### src/rtl/uart_pkg.sv
// Shared definitions for the oversampling UART receiver.
// State encoding, parity modes, majority vote and config check.
package uart_pkg;

    localparam int PARITY_NONE = 0;
    localparam int PARITY_EVEN = 1;
    localparam int PARITY_ODD  = 2;

    typedef enum logic [2:0] {
        ST_IDLE,
        ST_START,
        ST_DATA,
        ST_PARITY,
        ST_STOP
    } uart_rx_state_e;

    function automatic logic maj3(
        input logic a,
        input logic b,
        input logic c
    );
        return (a & b) | (a & c) | (b & c);
    endfunction

    function automatic bit cfg_ok(
        input int db,
        input int par,
        input int sb,
        input int cpb
    );
        return (db >= 5) && (db <= 9) &&
               (par >= 0) && (par <= 2) &&
               (sb >= 1) && (sb <= 2) &&
               (cpb >= 8);
    endfunction

endpackage

### src/rtl/uart_rx_frame_if.sv
// Received-word stream: valid/ready with data and parity status.
// The receiver drives the master side, the consumer the slave side.
interface uart_rx_frame_if #(
    parameter int DATA_BITS = 8
);
    logic                 valid;
    logic                 ready;
    logic [DATA_BITS-1:0] data_out;
    logic                 parity_err;

    modport master (
        output valid,
        output data_out,
        output parity_err,
        input  ready
    );

    modport slave (
        input  valid,
        input  data_out,
        input  parity_err,
        output ready
    );
endinterface

### src/rtl/uart_bit_sampler.sv
// Synchroniser, falling-edge detect, bit timer and 3-sample vote.
// Timer value equals cycles elapsed since the aligned start edge.
module uart_bit_sampler
    import uart_pkg::*;
#(
    parameter int CLKS_PER_BIT = 1000
) (
    input  logic clk,
    input  logic rst,
    input  logic i_rx,
    input  logic i_align,
    output logic o_line,
    output logic o_fall_edge,
    output logic o_bit_strobe,
    output logic o_bit_val
);
    localparam int TW  = $clog2(CLKS_PER_BIT);
    localparam int MID = CLKS_PER_BIT / 2;

    logic          r_sync1;
    logic          r_sync2;
    logic          r_prev;
    logic [TW-1:0] r_timer;
    logic          r_s0;
    logic          r_s1;

    always_ff @(posedge clk) begin
        if (rst) begin
            r_sync1 <= 1'b1;
            r_sync2 <= 1'b1;
            r_prev  <= 1'b1;
        end else begin
            r_sync1 <= i_rx;
            r_sync2 <= r_sync1;
            r_prev  <= r_sync2;
        end
    end

    // Loaded with 1 on the edge cycle so it counts cycles since the edge
    always_ff @(posedge clk) begin
        if (rst) begin
            r_timer <= '0;
        end else if (i_align) begin
            r_timer <= TW'(1);
        end else if (r_timer == TW'(CLKS_PER_BIT - 1)) begin
            r_timer <= '0;
        end else begin
            r_timer <= r_timer + TW'(1);
        end
    end

    always_ff @(posedge clk) begin
        if (rst) begin
            r_s0 <= 1'b1;
            r_s1 <= 1'b1;
        end else begin
            if (r_timer == TW'(MID - 1)) r_s0 <= r_sync2;
            if (r_timer == TW'(MID))     r_s1 <= r_sync2;
        end
    end

    assign o_line       = r_sync2;
    assign o_fall_edge  = r_prev & ~r_sync2;
    assign o_bit_strobe = (r_timer == TW'(MID + 1));
    assign o_bit_val    = maj3(r_s0, r_s1, r_sync2);

endmodule

### src/rtl/uart_rx_frame.sv
// Frame-level UART receiver: FSM, shift register, parity, status
// pulses and the valid/ready output stage.
module uart_rx_frame
    import uart_pkg::*;
#(
    parameter int DATA_BITS    = 8,
    parameter int PARITY       = 0,
    parameter int STOP_BITS    = 1,
    parameter int CLKS_PER_BIT = 1000
) (
    input  logic             clk,
    input  logic             rst,
    input  logic             data_in,
    uart_rx_frame_if.master  sif,
    output logic             frame_err,
    output logic             break_det,
    output logic             overrun
);
    localparam int BCW = $clog2(DATA_BITS + 1);
    localparam int HCW = $clog2(CLKS_PER_BIT);

    if (!cfg_ok(DATA_BITS, PARITY, STOP_BITS, CLKS_PER_BIT)) begin : g_cfg_bad
        $error("uart_rx_frame: parameter out of range");
    end

    uart_rx_state_e       r_state;
    uart_rx_state_e       w_next;
    logic [BCW-1:0]       r_bitcnt;
    logic                 r_stopcnt;
    logic [DATA_BITS-1:0] r_shift;
    logic                 r_par_bit;
    logic                 r_any_one;
    logic                 r_brk_wait;
    logic [HCW-1:0]       r_hi_cnt;
    logic                 r_valid;
    logic [DATA_BITS-1:0] r_data;
    logic                 r_perr;
    logic                 r_ferr;
    logic                 r_brk;
    logic                 r_ovr;

    logic w_line;
    logic w_fall;
    logic w_strobe;
    logic w_bit;
    logic w_align;
    logic w_shift;
    logic w_par_cap;
    logic w_stop_next;
    logic w_end_ok;
    logic w_end_bad;
    logic w_last_data;
    logic w_last_stop;
    logic w_is_break;
    logic w_load;
    logic w_accept;
    logic w_perr_calc;

    uart_bit_sampler #(
        .CLKS_PER_BIT(CLKS_PER_BIT)
    ) u_sampler (
        .clk         (clk),
        .rst         (rst),
        .i_rx        (data_in),
        .i_align     (w_align),
        .o_line      (w_line),
        .o_fall_edge (w_fall),
        .o_bit_strobe(w_strobe),
        .o_bit_val   (w_bit)
    );

    assign w_last_data = (r_bitcnt == BCW'(DATA_BITS - 1));
    assign w_last_stop = (int'(r_stopcnt) == STOP_BITS - 1);

    always_ff @(posedge clk) begin
        if (rst) r_state <= ST_IDLE;
        else     r_state <= w_next;
    end

    always_comb begin
        w_next = r_state;
        unique case (r_state)
            ST_IDLE: begin
                if (w_fall && !r_brk_wait) w_next = ST_START;
            end
            ST_START: begin
                if (w_strobe) w_next = w_bit ? ST_IDLE : ST_DATA;
            end
            ST_DATA: begin
                if (w_strobe && w_last_data)
                    w_next = (PARITY != PARITY_NONE) ? ST_PARITY : ST_STOP;
            end
            ST_PARITY: begin
                if (w_strobe) w_next = ST_STOP;
            end
            ST_STOP: begin
                if (w_strobe && (!w_bit || w_last_stop)) w_next = ST_IDLE;
            end
            default: w_next = ST_IDLE;
        endcase
    end

    always_comb begin
        w_align     = 1'b0;
        w_shift     = 1'b0;
        w_par_cap   = 1'b0;
        w_stop_next = 1'b0;
        w_end_ok    = 1'b0;
        w_end_bad   = 1'b0;
        unique case (r_state)
            ST_IDLE:   w_align   = w_fall && !r_brk_wait;
            ST_DATA:   w_shift   = w_strobe;
            ST_PARITY: w_par_cap = w_strobe;
            ST_STOP: begin
                w_stop_next = w_strobe && w_bit && !w_last_stop;
                w_end_ok    = w_strobe && w_bit && w_last_stop;
                w_end_bad   = w_strobe && !w_bit;
            end
            default: ;
        endcase
    end

    always_ff @(posedge clk) begin
        if (rst) begin
            r_bitcnt  <= '0;
            r_stopcnt <= 1'b0;
            r_shift   <= '0;
            r_par_bit <= 1'b0;
            r_any_one <= 1'b0;
        end else begin
            if (w_align) begin
                r_bitcnt  <= '0;
                r_stopcnt <= 1'b0;
                r_par_bit <= 1'b0;
                r_any_one <= 1'b0;
            end
            if (w_shift) begin
                r_shift   <= {w_bit, r_shift[DATA_BITS-1:1]};
                r_bitcnt  <= r_bitcnt + BCW'(1);
                r_any_one <= r_any_one | w_bit;
            end
            if (w_par_cap) begin
                r_par_bit <= w_bit;
                r_any_one <= r_any_one | w_bit;
            end
            if (w_stop_next) r_stopcnt <= 1'b1;
        end
    end

    // A break needs every bit low, including any earlier stop bit
    assign w_is_break  = !r_any_one && !r_stopcnt;
    assign w_perr_calc = (PARITY != PARITY_NONE) &&
                         (r_par_bit != ((^r_shift) ^ (PARITY == PARITY_ODD)));

    always_ff @(posedge clk) begin
        if (rst) begin
            r_ferr <= 1'b0;
            r_brk  <= 1'b0;
        end else begin
            r_ferr <= w_end_bad && !w_is_break;
            r_brk  <= w_end_bad && w_is_break;
        end
    end

    // After a break, edges are ignored until one full bit time of idle
    always_ff @(posedge clk) begin
        if (rst) begin
            r_brk_wait <= 1'b0;
            r_hi_cnt   <= '0;
        end else if (w_end_bad && w_is_break) begin
            r_brk_wait <= 1'b1;
            r_hi_cnt   <= '0;
        end else if (r_brk_wait) begin
            if (!w_line) begin
                r_hi_cnt <= '0;
            end else if (r_hi_cnt == HCW'(CLKS_PER_BIT - 1)) begin
                r_brk_wait <= 1'b0;
                r_hi_cnt   <= '0;
            end else begin
                r_hi_cnt <= r_hi_cnt + HCW'(1);
            end
        end
    end

    assign w_accept = r_valid && sif.ready;
    assign w_load   = w_end_ok && (!r_valid || sif.ready);

    always_ff @(posedge clk) begin
        if (rst) begin
            r_valid <= 1'b0;
            r_data  <= '0;
            r_perr  <= 1'b0;
            r_ovr   <= 1'b0;
        end else begin
            r_ovr <= w_end_ok && r_valid && !sif.ready;
            if (w_load) begin
                r_valid <= 1'b1;
                r_data  <= r_shift;
                r_perr  <= w_perr_calc;
            end else if (w_accept) begin
                r_valid <= 1'b0;
            end
        end
    end

    assign sif.valid      = r_valid;
    assign sif.data_out   = r_data;
    assign sif.parity_err = r_perr;
    assign frame_err      = r_ferr;
    assign break_det      = r_brk;
    assign overrun        = r_ovr;

endmodule
### src/flat_wrapper.sv
// flat-port wrapper written by rule: the top's interface ports become plain ports
module uart_rx_frame_flat import uart_pkg::*;
#(
    parameter int DATA_BITS    = 8,
    parameter int PARITY       = 0,
    parameter int STOP_BITS    = 1,
    parameter int CLKS_PER_BIT = 1000
)
  (clk, rst, data_in, frame_err, break_det, overrun, sif_valid, sif_data_out, sif_parity_err, sif_ready);
  uart_rx_frame_if #(.DATA_BITS(DATA_BITS)) sif_i ();
  input  logic clk;
  input  logic rst;
  input  logic data_in;
  output logic frame_err;
  output logic break_det;
  output logic overrun;
  output wire logic [$bits(sif_i.valid)-1:0] sif_valid;
  output wire logic [$bits(sif_i.data_out)-1:0] sif_data_out;
  output wire logic [$bits(sif_i.parity_err)-1:0] sif_parity_err;
  input wire logic [$bits(sif_i.ready)-1:0] sif_ready;
  assign sif_valid = sif_i.valid;
  assign sif_data_out = sif_i.data_out;
  assign sif_parity_err = sif_i.parity_err;
  assign sif_i.ready = sif_ready;
  uart_rx_frame #(.DATA_BITS(DATA_BITS), .PARITY(PARITY), .STOP_BITS(STOP_BITS), .CLKS_PER_BIT(CLKS_PER_BIT)) u_core (.clk(clk), .rst(rst), .data_in(data_in), .sif(sif_i), .frame_err(frame_err), .break_det(break_det), .overrun(overrun));
endmodule
### config.mk
export PLATFORM = sky130hd
export DESIGN_NAME = uart_rx_frame_flat
export DESIGN_NICKNAME = d
export VERILOG_FILES = /design/src/rtl/uart_pkg.sv /design/src/rtl/uart_rx_frame_if.sv /design/src/rtl/uart_bit_sampler.sv /design/src/rtl/uart_rx_frame.sv /design/src/flat_wrapper.sv
export SDC_FILE = /design/constraint.sdc
export NUM_CORES = 1
export LEC_CHECK = 0
export BUFFER_PORTS_ARGS = -buffer_cell sky130_fd_sc_hd__buf_2
export CORE_UTILIZATION = 45
export DETAILED_ROUTE_END_ITERATION = 8
export PLACE_DENSITY_LB_ADDON = 0.25
export SYNTH_ARGS = -nofsm -noshare
export SYNTH_HDL_FRONTEND = slang
export SYNTH_HIERARCHICAL = 1
export SYNTH_SLANG_ARGS = --single-unit
### constraint.sdc
create_clock -name clk -period 1.8 [get_ports clk]
set_input_delay 0.18 -clock clk [delete_from_list [all_inputs] [get_ports clk]]
set_output_delay 0.18 -clock clk [all_outputs]
set_load 0.02 [all_outputs]
# --- Word level (Yosys, flattened, before mapping) ---
# Cells that the tools add are included.
totals:
  out_inout_bits: 13
  register_bits: 55
classes:
  muxes: 29
  addsub: 3
  n_reduce_logical: 31
  bitwise_logic: 9
  n_eq_ne: 15
ops:
  columns: ["cell", "count"]
  rows:
  - ["== test 10 x 9 -> 1 bit, second input constant", 3]
  - ["adder 10 x 1 -> 10 bit, second input constant", 2]
  - ["== test 10 bit, second input constant", 2]
  - ["two-way mux 10 bit", 2]
  - ["two-way mux 1 bit", 18]
  - ["two-way mux 3 bit", 5]
  - ["case mux 3 bit (5 select lines)", 1]
  - ["logical AND 1 bit", 14]
  - ["inequality test 2 x 1 -> 1 bit, second input constant", 5]
  - ["two-way mux 4 bit", 2]
  - ["logical NOT 1 bit", 7]
  - ["== test 3 x 2 -> 1 bit, second input constant", 2]
  - ["nonzero test 2 bit", 3]
  - ["AND reduction 5 bit", 1]
  - ["adder 4 x 1 -> 4 bit, second input constant", 1]
  - ["bitwise AND 1 bit", 4]
  - ["== test 4 x 3 -> 1 bit, second input constant", 1]
  - ["== test 3 x 1 -> 1 bit, second input constant", 1]
  - ["== test 3 bit, second input constant", 1]
  - ["logical NOT 3 bit", 1]
  - ["OR 1 bit", 3]
  - ["nonzero test 3 bit", 1]
  - ["OR reduction 3 bit", 1]
  - ["logical OR 1 bit", 2]
  - ["other kinds (3)", 4]

# --- Depth between registers and ports, before layout ---
# Gate-level depths: netlist of the first run.
logic_depth:
  word_depth: 8
  mapped_depth: 9
  ltp_nobuf: 8

# --- By module ---
# The synthesis of the first run kept the hierarchy.
by_module_without_submodules:
  columns: ["mod", "n_inst", "seq_area_each_um2", "area_per_inst_um2", "cells_per_inst"]
  rows:
  - ["uart_rx_frame", 1, 800.8, 1711.6, 198]
  - ["uart_bit_sampler", 1, 300.3, 695.7, 76]

# --- Worst setup path before layout of the first run ---
# No wires, ideal clock.
synth_path:
  path_type: "reg2reg"
  startpoint: "reg u_core.u_sampler.r_timer[3]"
  endpoint: "reg u_core.r_data[7], in the netlist u_core/sif.data_out[7]"
  path_stages_with_launch: 8
  t_arrival_ps: 1819
  setup_ps: 128
  required_time_ps: 1672
  slack_ps: -147
  synth_period_minus_slack_ps: 1947
  n_path_buf: 1
  cell_sequence: "dfxtp_1 nand4b_1 nor3_1 nand2_1 nor4b_4 buf_6 mux2i_1 nor2_1"
synth_via:
  elab_chain_len: 5
synth_lines:
  columns: ["item", "line_no", "rtl"]
  rows:
  - ["start: declaration", "uart_bit_sampler.sv:23", "logic [TW-1:0] r_timer;"]
  - ["start signal: assignment", "uart_bit_sampler.sv:48", "r_timer <= r_timer + TW'(1);"]
  - ["== test 10 x 9 -> 1 bit", "uart_bit_sampler.sv:64", "assign o_bit_strobe = (r_timer == TW'(MID + 1));"]
  - ["net u_core.w_strobe", "uart_rx_frame.sv:44", "logic w_strobe;"]
  - ["logical AND 1 bit (2 in a row)", "uart_rx_frame.sv:116", "w_end_ok = w_strobe && w_bit && w_last_stop;"]
  - ["two-way mux 1 bit", "uart_rx_frame.sv:110", "unique case (r_state)"]
  - ["logical AND 1 bit", "uart_rx_frame.sv:186", "assign w_load = w_end_ok && (!r_valid || sif.ready);"]
  - ["end signal: assignment", "uart_rx_frame.sv:198", "r_data <= r_shift;"]
  - ["end: declaration", "uart_rx_frame.sv:36", "logic [DATA_BITS-1:0] r_data;"]
# The timed path passes the listed nets, and every way through them passes these cells.
# A chain may end at the register's enable or synchronous reset.

# --- Final worst setup path of the first run ---
layout_path:
  startpoint: "reg u_core.u_sampler.r_timer[9]"
  endpoint: "reg u_core.r_data[3], in the netlist u_core/sif.data_out[3]"
# Same word-level chain as after synthesis.

==> reports/qor_table.md, run 1 <==
| Group | Parameter | Value |
| --- | --- | --- |
| routing | Via count | 1980 |
| power and ir drop | Total power density per cell area | 703 nW/um^2 |
| grt | Total congestion overflow after global routing | 0 |
| final layout | Share of cells above drive strength 1 | 0.235 |
| clock network | Clock tree from TritonCTS | yes |
| clock network | H-tree depth reported by CTS | 2 |
| clock network | CTS clk-pin slew, worst paths | 0.10 ns |
| routing | Post-detailed-route count of antenna-violating nets | 0 |
| sta | Endpoints failing hold | 0 |
| worst setup path | Worst Setup End Kind | flip-flop |
| grt | Met3 demand-to-capacity share in global routing | 0.0402 |
| floorplanning | Die height | 75.1 um |
| logic synthesis | Basic-gate share of the synthesized area counting and, or, nand and nor cells | 0.272 |
| grt | Number of antenna violations at the first check in global routing | 0 |
| worst setup path | Category of the worst setup path launch point | flip-flop |
| logic synthesis | Async set-reset flop share out of synthesis | 0 |
| final layout | Layout filler cell count | 508 |
| logic synthesis | Main synth FF type | sky130_fd_sc_hd__dfxtp_1 |
| grt | Wire length of the first global-routing pass | 7.76 mm |
| routing | # DRC | 0 |
| floorplanning | Placeable core region | 5140 um^2 |
| logic synthesis | Adder and majority cell fraction of the synthesized area | 0.0301 |
| floorplanning | Die width | 75.1 um |
| sta | Setup repair after global routing missed its margin | yes |
| worst setup path | Worst EP required | 2.01 ns |
| final layout | Area of the multi-input gates | 1270 um^2 |
| grt | Met2 GRT Util | 0.280 |
| worst setup path | Worst setup path category | flip-flop to flip-flop |
| sta | Worst slack on hold paths | 0.0635 ns |
| logic synthesis | Synth unique cells | 49 |
| logic synthesis | Number of flip-flops and latches in the synthesized netlist | 55 |
| power and ir drop | Lkg Pwr | 1.08 nW |
| grt | Maximum number of pins on one net before global-route repair | 22 |
| final layout | Antenna diode instance count | 0 |
| grt | Global router's overall resource usage | 0.177 |
| sta | Minimum clock period | 1.70 ns |
| place | Area post-placement | 2730 um^2 |
| place | # port buffers | 15 |
| place | Gpl congestion | 0.752 |
| final layout | Register Area | 1100 um^2 |
| sta | Clock tree skew after final layout | 0.00502 ns |
| clock network | Num Clock Sinks | 55 |
| routing | Number of search-and-repair iterations in the first detailed-routing pass | 4 |
| routing | Routed WL | 4.74 mm |
| logic synthesis | Post-synthesis mux area share | 0.0457 |
| logic synthesis | Post-synthesis compound-gate area fraction | 0.142 |
| floorplanning | Starting density of the core | 0.468 |
| sta | Finish-stage setup viols | 0 |
| power and ir drop | Highest ir drop seen on vdd | 0.289 mV |
| logic synthesis | Number of synthesized flops with an enable pin | 0 |
| sta | Timing-limited maximum frequency | 0.588 GHz |
| logic synthesis | Fraction of the yosys area taken by sequential cells | 0.457 |
| logic synthesis | Post-Syn Area per Cell | 8.79 um^2 |
| sta | Post-route fraction of the period consumed by the critical path | 0.945 |
| logic synthesis | Number of nets produced by synthesis | 283 |
| logic synthesis | Area of the mapped netlist | 2410 um^2 |
| final layout | Post-route standard cell area excluding fillers | 2890 um^2 |
| run status | Result of the run | finished clean |
| worst setup path | Arr. time, crit path | 1.91 ns |
| final layout | Growth of design area from synthesis to finish | 20.1% |
| grt | Vias in the first global route | 1758 |
| floorplanning | Top-level I/O count | 17 |
| routing | Via density | 5.14 |
| place | HPWL after detailed placement | 3.31 mm |
| logic synthesis | Number of cells produced by synthesis | 274 |
| clock network | Root Driver | sky130_fd_sc_hd__clkbuf_8 |
| floorplanning | Die area | 5650 um^2 |
| final layout | Number of nets at the end of the flow | 323 |
| clock network | Clock network latency to the later pin of the worst-skew pair | 0.31 ns |
| logic synthesis | Yosys warning total | 6 |
| worst setup path | Worst Path Max Fanout | 8 |
| sta | Max-slew violations | 0 |
| grt | Met1 track demand over resource in global routing | 0.241 |
| hold path | Tightest Hold Check Type | primary input to flip-flop |
| logic synthesis | Combinational family with the most area after synthesis | simple AND/OR/NAND/NOR gates |
| run | Max Cap Viol | 0 |
| grt | Gr busiest metal | met2 |
| routing | Initial DRC count | 148 |
| clock network | Longest Clk Path Bufs | 2 |
| clock network | Number of clock buffers inserted by TritonCTS | 5 |
| logic synthesis | Xor and xnor area share after synthesis | 0.0109 |
| floorplanning | Standard-cell rows | 26 |
| routing | Routed wire per std cell | 12.3 um |
==> final cells by class <==
class | count | area share
Inverter | 12 | 0.0156
Multi-Input combinational cell | 197 | 0.439
Clock buffer | 5 | 0.0238
Timing Repair Buffer | 43 | 0.101
Tap cell | 70 | 0.0303
Sequential cell | 55 | 0.382
Clock inverter | 3 | 0.00823
==> stage by stage <==
stage	utilization	power (mW)	instances	setup slack [ns]	TNS (ns)
2_1_floorplan	-	1.32	274	0.00362	0
3_3_place_gp	0.532	1.35	376	0.104	0
3_5_place_dp	0.532	1.36	376	0.0295	0
4_1_cts	0.550	2.05	384	0.00307	0
5_1_grt	0.562	2.11	385	-0.0567	-0.313
6_report	0.562	2.03	385	0.0982	0
==> flip-flops by register name, summed over array words and instances, names as in the netlist, 3 cells and up <==
register and count:
u_core/r_bitcnt 4, u_core/r_shift 8, u_core/r_hi_cnt 10, u_core/r_state 3, u_core/u_sampler/r_timer 10, u_core/sif.data_out 8
==> report_power, final <==
group / internal [mW] / switching (mW)
clock: 0.279 / 0.418
combinational: 0.0396 / 0.0606
sequential: 1.23 / 0.00756
total: 1.55 / 0.486
==> path summary, 6_finish.rpt <==
check / start / to / slack, ns / depth (start not counted)
setup / recovery: u_core/u_sampler/r_timer[9]$_SDFF_PP0_ / u_core/sif.data_out[3]$_SDFFE_PP0P_ / 0.1 / 7
hold reg to reg: u_core/u_sampler/r_sync1$_SDFF_PP1_ / u_core/u_sampler/o_line$_SDFF_PP1_ / 0.42 / 1
setup reg to reg: u_core/u_sampler/r_timer[9]$_SDFF_PP0_ / u_core/sif.data_out[3]$_SDFFE_PP0P_ / 0.1 / 7
hold / removal: data_in / u_core/u_sampler/r_sync1$_SDFF_PP1_ / 0.06 / 2
==> Yosys cell counts, drive strengths merged, types with 2 or more instances <==
library cell / n / area share
nor2: 34 / 0.053
buf: 5 / 0.014
nor3b: 3 / 0.0094
dfxtp: 55 / 0.46
o21ai: 11 / 0.023
mux2i: 11 / 0.046
nand2: 27 / 0.042
a31oi: 6 / 0.016
inv: 12 / 0.019
clkbuf: 5 / 0.0078
nand3: 9 / 0.019
nand2b: 3 / 0.0078
nand4b: 3 / 0.011
a21oi: 24 / 0.051
nand3b: 4 / 0.012
ha: 5 / 0.026
o31ai: 3 / 0.015
a22oi: 5 / 0.016
or2: 2 / 0.0052
and3: 5 / 0.013
or3: 7 / 0.018
xnor2: 2 / 0.0073
or3b: 2 / 0.0083
a311oi: 2 / 0.0073
nand4: 3 / 0.010
nor2b: 5 / 0.013
nor3: 7 / 0.015
==> per-layer routing <==
layer / share of wire / vias to the layer above / routed length (um)
met1: 0.53 / 914 / 2490
li1: - / 1040 / -
met3: 0.023 / 5 / 110
met5: 0 / - / 0
met4: 0.011 / 0 / 53
met2: 0.44 / 21 / 2080
==> cells by family after synthesis <==
group	Yosys count
other	1
AND/OR/NAND/NOR	121
flip-flops	55
buffers and inverters	22
AO/OA/AOI/OAI	55
multiplexers	11
adder cells (fa/ha/maj)	6
XOR/XNOR	3
==> critical path, stage by stage, from the launching register on <==
cell and delay [ns]:
sky130_fd_sc_hd__dfxtp_1 0.32, sky130_fd_sc_hd__nand4b_1 0.25, sky130_fd_sc_hd__nor3_4 0.24, sky130_fd_sc_hd__nand2_2 0.09, sky130_fd_sc_hd__nor4b_4 0.23, sky130_fd_sc_hd__buf_6 0.19, sky130_fd_sc_hd__mux2i_2 0.21, sky130_fd_sc_hd__nor2_1 0.05
==> layout by cell type (no fill, tap or decap), types with 3 or more instances in the layout <==
cell type                  synthesis  layout
sky130_fd_sc_hd__ha_1              5       4
sky130_fd_sc_hd__nand3_1           9       8
sky130_fd_sc_hd__o21ai_0          10       9
sky130_fd_sc_hd__and3_1            5       5
sky130_fd_sc_hd__clkbuf_8          0       5
sky130_fd_sc_hd__dfxtp_1          55      53
sky130_fd_sc_hd__nor3b_1           3       3
sky130_fd_sc_hd__nand2_1          27      26
sky130_fd_sc_hd__nand4b_1          3       3
sky130_fd_sc_hd__buf_2             2      15
sky130_fd_sc_hd__a31oi_1           6       5
sky130_fd_sc_hd__nand2b_1          3       3
sky130_fd_sc_hd__mux2i_1          11       9
sky130_fd_sc_hd__a22oi_1           5       5
sky130_fd_sc_hd__a21oi_1          23      22
sky130_fd_sc_hd__nor2_1           34      34
sky130_fd_sc_hd__nor3_1            7       6
sky130_fd_sc_hd__nor2b_1           5       4
sky130_fd_sc_hd__nand3b_1          4       4
sky130_fd_sc_hd__or3_1             7       7
sky130_fd_sc_hd__inv_1            12      11
sky130_fd_sc_hd__buf_4             1      26
==> what timing repair did <==
item | CTS | global route
endpoints found under the setup margin | 0 | 23
hold buffers | 0 | 0
gates resized for setup | 0 | 17
buffers inserted | 0 | 2
Note: power is estimated with default switching activity, not from simulation.
==> run 2: changes to the inputs <==
Settings changed: CORE_ASPECT_RATIO set to 1.25.
==> reports/qor_table.md, run 2 (synthesized netlist as in run 1, its figures left out) <==
| Group | Parameter | Value |
| --- | --- | --- |
| routing | Via count | 1982 |
| routing | # DRC | 0 |
| worst setup path | Worst Path Max Fanout | 8 |
| grt | Number of antenna violations at the first check in global routing | 0 |
| worst setup path | Delay of the slowest cell on the worst path | 0.31 ns |
| clock network | Root Driver | sky130_fd_sc_hd__clkbuf_8 |
| grt | Vias in the first global route | 1727 |
| final layout | Most common cell after layout, fill and taps aside | sky130_fd_sc_hd__dfxtp_1 |
| clock network | Clock tree from TritonCTS | yes |
| floorplanning | Die height | 83.8 um |
| floorplanning | Die area | 5650 um^2 |
| clock network | H-tree depth reported by CTS | 2 |
| sta | Timing-limited maximum frequency | 0.573 GHz |
| routing | Initial DRC count | 115 |
| clock network | Resized Gates After CTS | 0 |
| sta | Minimum clock period | 1.75 ns |
| run status | Result of the run | finished clean |
| power and ir drop | Highest ir drop seen on vdd | 0.379 mV |
| worst setup path | Cells along the critical path | nand4b_1 > nor3_4 > nand2_2 > nor4b_4 > buf_12 > mux2i_1 > nor2_1 |
| routing | Routed WL | 4.44 mm |
| clock network | Setup Buffers After CTS | 0 |
| floorplanning | Standard-cell rows | 29 |
| hold path | Tightest Hold Check Type | primary input to flip-flop |
| final layout | Final Core Density | 0.553 |
| clock network | Num Clock Sinks | 55 |
| clock network | Longest Clk Path Bufs | 2 |
| routing | Number of search-and-repair iterations in the first detailed-routing pass | 4 |
| final layout | Antenna diode instance count | 0 |
| sta | Post-route fraction of the period consumed by the critical path | 0.969 |
| run | Max Cap Viol | 0 |
| worst setup path | Slowest stage cell on the critical path | sky130_fd_sc_hd__dfxtp_1 |
| sta | Max-slew violations | 0 |
| grt | Global router's overall resource usage | 0.173 |
| routing | Via density | 5.29 |
| worst setup path | Category of the worst setup path launch point | flip-flop |
| clock network | Clock network latency to the later pin of the worst-skew pair | 0.31 ns |
| worst setup path | Worst EP required | 2.00 ns |
| sta | Endpoints failing hold | 0 |
| floorplanning | Die width | 67.4 um |
| clock network | Number of clock buffers inserted by TritonCTS | 5 |
| place | HPWL after detailed placement | 3.23 mm |
| floorplanning | Placeable core region | 5120 um^2 |
| grt | Maximum number of pins on one net before global-route repair | 23 |
| floorplanning | Top-level I/O count | 17 |
| final layout | Growth of design area from synthesis to finish | 17.5% |
| worst setup path | Arr. time, crit path | 1.95 ns |
| routing | Post-detailed-route count of antenna-violating nets | 0 |
| sta | Clock tree skew after final layout | 0.00800 ns |
| worst setup path | Worst Setup End Kind | flip-flop |
| final layout | Number of nets at the end of the flow | 321 |
| routing | Routed wire per std cell | 11.8 um |
| grt | Total congestion overflow after global routing | 0 |
| sta | Setup repair after global routing missed its margin | yes |
| place | # port buffers | 15 |
| power and ir drop | Total power density per cell area | 703 nW/um^2 |
| power and ir drop | Overall power after layout | 1.99 mW |
| final layout | Share of cells above drive strength 1 | 0.201 |
| floorplanning | Starting density of the core | 0.471 |
| worst setup path | Worst setup path category | flip-flop to flip-flop |
| clock network | Hold buffer count at cts | 0 |
| final layout | Largest registers in the final layout | u_core/r_hi_cnt (10), u_core/u_sampler/r_timer (10) |
| sta | Setup TNS | 0 ns |
| place | Gpl congestion | 0.773 |
| sta | Finish-stage setup viols | 0 |
| final layout | Commonest cells after routing, fill and taps aside | 55 x sky130_fd_sc_hd__dfxtp_1, 34 x sky130_fd_sc_hd__nor2_1, 26 x sky130_fd_sc_hd__nand2_1 |
| grt | Wire length of the first global-routing pass | 7.59 mm |
| power and ir drop | Lkg Pwr | 1.06 nW |
| clock network | CTS clk-pin slew, worst paths | 0.09 ns |
run 2: area by class of cell:
type | count | area, um^2
Clock buffer | 5 | 68.8
Clock inverter | 3 | 20.0
Fill cell | 493 | 2290
Inverter | 12 | 45.0
Multi-Input combinational cell | 197 | 1230
Sequential cell | 55 | 1100
Tap cell | 62 | 77.6
Timing Repair Buffer | 41 | 283
run 2: power breakdown:
| group | internal [mW] | switching (mW) |
|---|---|---|
| Clock | 0.271 | 0.390 |
| Combinational | 0.0384 | 0.0561 |
| Sequential | 1.23 | 0.00467 |
run 2: layer usage:
layer | GRT usage | part of all wire
met1 | 0.210 | 0.48
met2 | 0.286 | 0.48
met3 | 0.0410 | 0.018
met4 | 0.0696 | 0.017
met5 | 0 | 0
run 2: stage by stage:
stage / instance area, um^2 / hold slack (ns) / worst slack (ns) / std cells
final: 2830 / 0.0572 / 0.0550 / 375
after global routing: 2830 / 0.0647 / -0.0615 / 375
after CTS: 2820 / 0.0518 / 0.0343 / 375
after detailed placement: 2730 / 0.372 / 0.0388 / 367
after global placement: 2730 / 0.372 / 0.103 / 367
after floorplan: 2420 / 0.270 / 0.00362 / 274
run 2: final timing paths:
path	from	endpoint	cells past startpoint	slack [ns]
worst max-delay path	u_core/u_sampler/r_timer[3]$_SDFF_PP0_	u_core/sif.data_out[3]$_SDFFE_PP0P_	7	0.05
worst min-delay path	data_in	u_core/u_sampler/r_sync1$_SDFF_PP1_	2	0.06
worst max register to register	u_core/u_sampler/r_timer[3]$_SDFF_PP0_	u_core/sif.data_out[3]$_SDFFE_PP0P_	7	0.05
worst min register to register	u_core/u_sampler/r_sync1$_SDFF_PP1_	u_core/u_sampler/o_line$_SDFF_PP1_	1	0.41
run 2: worst max-delay path: cells and delay by family (launching register included):
kind / cells / cell delay [ns]
buffers and inverters: 1 / 0.17
DFF: 1 / 0.31
muxes: 1 / 0.18
and+or+nand+nor: 5 / 0.97
